### src/rtl/stream_mux_pkg.sv
// Shared constants and types for the stream_mux block.
package mux_pkg;

    localparam logic MODE_FIXED = 1'b0;
    localparam logic MODE_RR    = 1'b1;

    // Output stage occupancy; FULL is exactly out_valid=1.
    typedef enum logic {
        ST_EMPTY = 1'b0,
        ST_FULL  = 1'b1
    } out_state_e;

endpackage

### src/rtl/stream_mux_if.sv
// Handshake bundle between N producers, the mux and its single consumer.
interface stream_mux_if #(
    parameter int WIDTH = 8,
    parameter int N     = 4
);
    localparam int SEL_W = $clog2(N);

    logic [N*WIDTH-1:0] in_data;
    logic [N-1:0]       in_valid;
    logic [N-1:0]       in_ready;
    logic               mode;
    logic [SEL_W-1:0]   sel;
    logic [WIDTH-1:0]   out_data;
    logic               out_valid;
    logic               out_ready;
    logic [SEL_W-1:0]   grant;

    modport slave (
        input  in_data, in_valid, mode, sel, out_ready,
        output in_ready, out_data, out_valid, grant
    );

    modport master (
        output in_data, in_valid, mode, sel, out_ready,
        input  in_ready, out_data, out_valid, grant
    );

endinterface

### src/rtl/stream_mux_rr_arbiter.sv
// Combinational rotate-priority search: first requester after ptr, wrapping mod N.
module rr_arbiter #(
    parameter int N = 4
) (
    input  logic [N-1:0]         req,
    input  logic [$clog2(N)-1:0] ptr,
    output logic [$clog2(N)-1:0] gnt_idx,
    output logic                 gnt_any
);
    localparam int SEL_W = $clog2(N);

    logic [SEL_W-1:0] w_idx;

    always_comb begin
        gnt_idx = '0;
        gnt_any = 1'b0;
        w_idx   = ptr;
        for (int unsigned k = 0; k < N; k++) begin
            w_idx = (w_idx == SEL_W'(N - 1)) ? '0 : w_idx + SEL_W'(1);
            if (!gnt_any && req[w_idx]) begin
                gnt_any = 1'b1;
                gnt_idx = w_idx;
            end
        end
    end

endmodule

### src/rtl/stream_mux.sv
// N-way valid/ready stream multiplexer with a registered single-entry output stage,
// selecting by explicit index (mode 0) or round-robin among valid channels (mode 1).
module stream_mux
    import mux_pkg::*;
#(
    parameter int WIDTH = 8,
    parameter int N     = 4
) (
    input logic         clk,
    input logic         rst_n,
    stream_mux_if.slave bus
);
    localparam int SEL_W = $clog2(N);
    localparam logic [SEL_W:0] LP_N = (SEL_W + 1)'(N);

    out_state_e       r_state;
    out_state_e       w_state_nxt;
    logic [WIDTH-1:0] r_data;
    logic [SEL_W-1:0] r_grant;
    logic [SEL_W-1:0] r_ptr;

    logic [SEL_W-1:0] w_arb_idx;
    logic             w_arb_any;
    logic [SEL_W-1:0] w_chan;
    logic             w_chosen;
    logic             w_load_en;
    logic             w_xfer;
    logic [N-1:0]     w_ready;
    logic [WIDTH-1:0] w_data;

    rr_arbiter #(.N(N)) u_arb (
        .req     (bus.in_valid),
        .ptr     (r_ptr),
        .gnt_idx (w_arb_idx),
        .gnt_any (w_arb_any)
    );

    always_comb begin
        w_load_en = (r_state == ST_EMPTY) || bus.out_ready;
        w_chan    = '0;
        w_chosen  = 1'b0;
        if (bus.mode == MODE_RR) begin
            w_chan   = w_arb_idx;
            w_chosen = w_arb_any;
        end else begin
            w_chan   = bus.sel;
            w_chosen = ({1'b0, bus.sel} < LP_N);
        end

        // Ready ignores in_valid of the chosen channel in fixed mode; rst_n masks it during reset.
        w_ready = '0;
        w_data  = '0;
        for (int unsigned i = 0; i < N; i++) begin
            w_ready[i] = rst_n && w_load_en && w_chosen && (w_chan == SEL_W'(i));
            if (w_chan == SEL_W'(i)) begin
                w_data = bus.in_data[i*WIDTH +: WIDTH];
            end
        end
        w_xfer = |(w_ready & bus.in_valid);
    end

    always_comb begin
        w_state_nxt = r_state;
        if (w_load_en) begin
            w_state_nxt = w_xfer ? ST_FULL : ST_EMPTY;
        end
    end

    always_ff @(posedge clk or negedge rst_n) begin
        if (!rst_n) begin
            r_state <= ST_EMPTY;
        end else begin
            r_state <= w_state_nxt;
        end
    end

    always_ff @(posedge clk or negedge rst_n) begin
        if (!rst_n) begin
            r_data  <= '0;
            r_grant <= '0;
            r_ptr   <= SEL_W'(N - 1);
        end else if (w_xfer) begin
            r_data  <= w_data;
            r_grant <= w_chan;
            if (bus.mode == MODE_RR) begin
                r_ptr <= w_chan;
            end
        end
    end

    assign bus.in_ready  = w_ready;
    assign bus.out_valid = (r_state == ST_FULL);
    assign bus.out_data  = r_data;
    assign bus.grant     = r_grant;

endmodule

### src/flat_wrapper.sv
// flat-port wrapper written by rule: the top's interface ports become plain ports
module stream_mux_flat import mux_pkg::*;
#(
    parameter int WIDTH = 8,
    parameter int N     = 4
)
  (clk, rst_n, bus_in_data, bus_in_valid, bus_mode, bus_sel, bus_out_ready, bus_in_ready, bus_out_data, bus_out_valid, bus_grant);
  stream_mux_if #(.WIDTH(WIDTH), .N(N)) bus_i ();
  input logic clk;
  input logic rst_n;
  input wire logic [$bits(bus_i.in_data)-1:0] bus_in_data;
  input wire logic [$bits(bus_i.in_valid)-1:0] bus_in_valid;
  input wire logic [$bits(bus_i.mode)-1:0] bus_mode;
  input wire logic [$bits(bus_i.sel)-1:0] bus_sel;
  input wire logic [$bits(bus_i.out_ready)-1:0] bus_out_ready;
  output wire logic [$bits(bus_i.in_ready)-1:0] bus_in_ready;
  output wire logic [$bits(bus_i.out_data)-1:0] bus_out_data;
  output wire logic [$bits(bus_i.out_valid)-1:0] bus_out_valid;
  output wire logic [$bits(bus_i.grant)-1:0] bus_grant;
  assign bus_i.in_data = bus_in_data;
  assign bus_i.in_valid = bus_in_valid;
  assign bus_i.mode = bus_mode;
  assign bus_i.sel = bus_sel;
  assign bus_i.out_ready = bus_out_ready;
  assign bus_in_ready = bus_i.in_ready;
  assign bus_out_data = bus_i.out_data;
  assign bus_out_valid = bus_i.out_valid;
  assign bus_grant = bus_i.grant;
  stream_mux #(.WIDTH(WIDTH), .N(N)) u_core (.clk(clk), .rst_n(rst_n), .bus(bus_i));
endmodule
### config.mk
export PLATFORM = sky130hd
export DESIGN_NAME = stream_mux_flat
export DESIGN_NICKNAME = d
export VERILOG_FILES = /design/src/rtl/stream_mux_pkg.sv /design/src/rtl/stream_mux_if.sv /design/src/rtl/stream_mux_rr_arbiter.sv /design/src/rtl/stream_mux.sv /design/src/flat_wrapper.sv
export SDC_FILE = /design/constraint.sdc
export NUM_CORES = 1
export LEC_CHECK = 0
export ABC_AREA = 1
export BUFFER_PORTS_ARGS = -buffer_cell sky130_fd_sc_hd__buf_2
export CAP_MARGIN = 20
export CELL_PAD_IN_SITES_DETAIL_PLACEMENT = 1
export CELL_PAD_IN_SITES_GLOBAL_PLACEMENT = 1
export CORE_ASPECT_RATIO = 0.9
export CORE_MARGIN = 2
export CORE_UTILIZATION = 28
export DETAILED_ROUTE_END_ITERATION = 7
export PLACE_DENSITY_LB_ADDON = 0.1
export SLEW_MARGIN = 10
export SYNTH_ARGS = -nofsm -noshare
export SYNTH_HDL_FRONTEND = slang
export SYNTH_SLANG_ARGS = --single-unit
export TNS_END_PERCENT = 30
### constraint.sdc
create_clock -name clk -period 2.3 [get_ports clk]
set_clock_uncertainty 0.2 [all_clocks]
set_input_delay 0.23 -clock clk [delete_from_list [all_inputs] [get_ports clk]]
set_output_delay 0.23 -clock clk [all_outputs]
set_load 0.05 [all_outputs]
* Word level (Yosys, flattened, before mapping)
Index checks and enable logic that the tools add are counted.
** Word-level totals
- Flip-flop bits (word level) :: 13
- Bits of input ports :: 42
- Output and inout port bits :: 15
** Cells by class
- $add $sub $neg :: 4
- Order comparisons :: 4
- Eq/ne operators :: 7
- Muxes and demuxes :: 27
- Bitwise operators :: 2
- Reduce and logical (&&, ||, !) cells :: 16
** Operators with widths (count)
- two-way mux 8 bit :: 4
- two-way mux 2 bit :: 9
- equality test 2 bit, second input constant :: 6
- < comparator 2 x 3 -> 1 bit, second input constant :: 4
- two-way mux 1 bit :: 10
- logical AND 1 bit :: 9
- adder 2 x 1 -> 2 bit, second input constant :: 4
- binary-select mux 1 bit (select 2 bit) :: 4
- AND 4 bit :: 1
- OR reduction 4 bit :: 1
- zero test 1 bit :: 3
- equality test 2 x 1 -> 1 bit, second input constant :: 1
- zero test 2 bit :: 1
- AND reduction 2 bit :: 1
- logical OR 1 bit :: 1
- inverter 1 bit :: 1

* Depth between registers and ports, before layout
- Word-level depth :: 20
- Mapped depth :: 21

* By module
Synthesis repeated with hierarchy kept, for this count alone.
** Unflattened totals
- Cell total of the unflattened synthesis :: 197
- Area, all modules :: 1302.5 µm²
** Modules (own cells, without submodules)
- stream_mux :: times used 1, cells an instance 125, area each 949.7 µm², sequential area each 327.8 µm²
- rr_arbiter :: times used 1, cells an instance 72, area each 352.8 µm², sequential area each 0.0 µm²

* Worst setup path after synthesis
No wires, ideal clock.
- Path kind :: flip-flop to output port
- Start :: register u_core.r_ptr[0]
- End :: output port bus_in_ready[2]
- Arrival :: 2.685 ns
- Required time :: 1.870 ns
- Setup slack :: -0.815 ns
- Cell stages (with the launch flop) :: 13
- Path buffers :: 0
- Path through :: dfstp_2 ha_1 inv_2 nand2_1 nand2_2 nand2_2 nand2_4 nor2_1 nor2_1 nand2_1 nand3_2 nand2_4 nor3_1
** Between the ends
- Word-level cells in the longest chain between the ends :: 17
- Elaborated cells on any way between the ends :: 39
** Ends and longest elaborated chain
- from (decl) :: line stream_mux.sv:20 : logic [SEL_W-1:0] r_ptr;
- from (signal assigned) :: line stream_mux.sv:81 : r_ptr <= SEL_W'(N - 1);
- from (signal assigned) :: line stream_mux.sv:86 : r_ptr <= w_chan;
- adder 2 x 1 -> 2 bit / equality test 2 bit (equally long branches) :: line stream_mux_rr_arbiter.sv:19 : w_idx = (w_idx == SEL_W'(N - 1)) ? '0 : w_idx + SEL_W'(1);
- two-way mux 2 bit (*) :: line stream_mux_rr_arbiter.sv:19
- parallel branches: the longest is 14 deep, another holds adder 2 x 1 -> 2 bit
- logical AND 1 bit (*) :: line stream_mux.sv:54 : w_ready[i] = rst_n && w_load_en && w_chosen && (w_chan == SEL_W'(i));
- to (decl) :: line flat_wrapper.sv:16 : output wire logic [$bits(bus_i.in_ready)-1:0] bus_in_ready;
Mark *: on every way between the ends. The select of a mux whose other input is x is not followed.

* Worst setup path after layout
- Start :: register u_core.r_ptr[0]
- End :: output port bus_in_ready[3]
The elaborated chain is that of the path after synthesis.

==> results.json <==
{
  "regToRegStartpoint": "u_core.r_ptr[0]$_DFFE_PN1P_",
  "num_antenna_cells": 0,
  "clk_latency_ns": 0.23,
  "cap_violations": 0,
  "worst_slack_ns": -0.4453,
  "final_core_util_pct": 51.58,
  "die_w_um": 74.25,
  "ys_seq_elements": 13,
  "rsz0062_at_grt": "yes",
  "syn_inst": 198,
  "ir_drop_mv": 0.9462,
  "cts_inserted_buffers": 3,
  "synthesis.area_um2": 1244,
  "ff2ff_path_depth": 21,
  "startpoint": "u_core.r_ptr[0]$_DFFE_PN1P_",
  "cp-end-kind": "output pin",
  "cp_max_fo": 5,
  "failed_checks": "setup timing",
  "fin_cells": 349,
  "coreArea_um2": 4184,
  "drt_iter0_markers": 46,
  "synthDistinctLibCells": 20,
  "die_h_um": 67.23,
  "avgSynthCellArea_um2": 6.281,
  "min_period_ns": 2.745,
  "pre_cts_slack_ns": -0.6471,
  "antenna_left": 0,
  "cp.arrival_ns": 2.32,
  "layout-drive-gt1-share_pct": 60.21,
  "grt_max_degree": 14,
  "required_ns": 1.87,
  "root_buffer": "clkbuf_8",
  "port_buffers": 56,
  "path_class": "reg -> out",
  "vias": 1557,
  "antenna_found_initial": 0,
  "power.density_nw_per_um2": 1673,
  "io_pins": 57,
  "status": "complete, but fails checks",
  "viasPerCell": 4.461,
  "syn_nets": 241,
  "setup_violations": 17,
  "syn_to_final_growth_pct": 73.54,
  "gp_congestion": 0.7866,
  "drcViolationCount": 0,
  "power_mw": 3.610,
  "cts_sinks": 13,
  "power.leakage_nw": 1.149,
  "synth_area_leader_cell": "nand2_1",
  "htreeDepth": 1,
  "cts_buffer_depth": 2,
  "finalHoldViolations": 0,
  "post-place-cells": 328,
  "start_util_pct": 29.72,
  "reg2reg_slack_ns": -0.39,
  "nNetsFinal": 333,
  "finalCritPeriodShare_pct": 119.4,
  "cts_tree": "yes",
  "tightest_slew_ns": 0.2550,
  "r2r-end": "u_core.bus.out_data[5]$_DFFE_PN0P_",
  "endpoint": "bus_in_ready[3]",
  "firstDrtPassIters": 4,
  "slew_violations": 0,
  "ys_warn_count": 0,
  "hold_class": "in -> reg",
  "fmax_mhz": 364.3,
  "hpwl_um": 3479,
  "yosysTopAreaCellShare_pct": 29.28,
  "hold_slack_ns": 0.05094,
  "grt_use_total_pct": 19.71,
  "clk_pin_slew_ns": 0.05,
  "post_drt_wl_per_cell_um": 13.05,
  "synth.top_cells.by_area": "nand2_1, dfrtp_1, nand2_2",
  "die-area_um2": 4991,
  "wl_um": 4556,
  "start_kind": "flop",
  "seq_area_frac_synth_pct": 26.36,
  "grt_pass1_wl_um": 7665,
  "grt_overflow": 0,
  "grt_pass1_vias": 1630,
  "rows": 22,
  "relSlewSlack_pct": 83.12
}
-- metal layers --
| layer | routed length [um] | track usage, % | up-vias |
|---|---|---|---|
| met4 | 30 | 3.571 | 0 |
| met1 | 2336 | 30.05 | 706 |
| met2 | 2001 | 30.25 | 44 |
| met3 | 188 | 1.940 | 4 |
| met5 | 0 | 0 | - |
| li1 | - | - | 803 |
-- worst min path at each step --
stage / startpoint / endpoint / cells after the start
6_report: bus_out_ready / u_core.bus.out_valid$_DFFE_PN0N_ / 4
5_1_grt: bus_out_ready / u_core.bus.out_valid$_DFFE_PN0N_ / 4
4_1_cts: bus_out_ready / u_core.bus.out_valid$_DFFE_PN0N_ / 4
3_5_place_dp: rst_n / u_core.bus.out_valid$_DFFE_PN0N_ / 2
3_3_place_gp: rst_n / u_core.bus.out_valid$_DFFE_PN0N_ / 2
2_1_floorplan: rst_n / u_core.bus.grant[0]$_DFFE_PN0P_ / 0
-- stage by stage --
stage          setup TNS [ns]  cell area, um^2
2_1_floorplan          -2.469             1300
3_3_place_gp           -8.613             1764
3_5_place_dp           -9.661             1764
4_1_cts                -6.561             2046
5_1_grt                -9.393             2158
6_report               -6.536             2158
-- critical path, stage by stage (launching register included) --
cell and delay (ns):
dfstp_2 0.56, ha_4 0.23, nand2_1 0.12, nand2_4 0.07, buf_4 0.13, o21ai_1 0.16, nand2_1 0.08, nand2_2 0.12
nor2_4 0.06, nor2_4 0.14, nand2_2 0.12, nor2_4 0.12, buf_8 0.15
-- flip-flops by register name, summed over array words and instances (netlist names) --
name and count:
u_core.r_ptr 2, u_core.bus.grant 2, u_core.bus.out_valid 1, u_core.bus.out_data 8
-- report_power, final --
part           internal (mW)  total, mW  switching (mW)
clock network          0.122      0.196          0.0738
registers              0.348      0.411          0.0626
logic                   1.16       3.00            1.85
-- cell usage in the layout (no fill, tap or decap), types with 2 or more instances in the layout --
master	n
buf_2	52
buf_4	25
buf_6	10
buf_8	2
clkbuf_8	3
dfrtp_1	11
dfstp_2	2
inv_1	7
inv_2	6
nand2_1	74
nand2_2	35
nand2_4	9
nand3_1	5
nand3_2	8
nand4_1	12
nor2_1	2
nor2_2	4
nor2_4	7
-- what timing repair did --
item,CTS,global route
gates cloned,0,0
hold buffers,1,0
pin swaps,16,15
gates resized for setup,39,28
hold endpoints to repair,13,0
setup endpoints to repair,17,17
setup buffers,13,3
-- layout make-up --
type	count	area [um^2]
clock buffer	4	45.04
fill	570	2026
inverter	16	71.32
multi-input combinational	165	1018
sequential	13	327.8
tap	60	75.07
timing repair buffer	91	620.6
-- synthesized netlist by cell type (all sizes together) --
master and number:
nand4 12, nand3 13, dfrtp 11, o21bai 1
nor2 14, a21oi 1, inv 16, ha 1
buf 4, o21ai 2, nand2 119, dfstp 2
nor3 2
-- logic make-up (layout without fill, tap and decap cells) --
logic type	Yosys count	count (layout)	synth area share, %
simple gates	160	160	61.97
flops	13	13	26.36
fa+ha+maj	1	1	1.006
buf+inv	20	111	7.946
compound gates	4	4	2.716
Power figures use the tool's default switching activity.
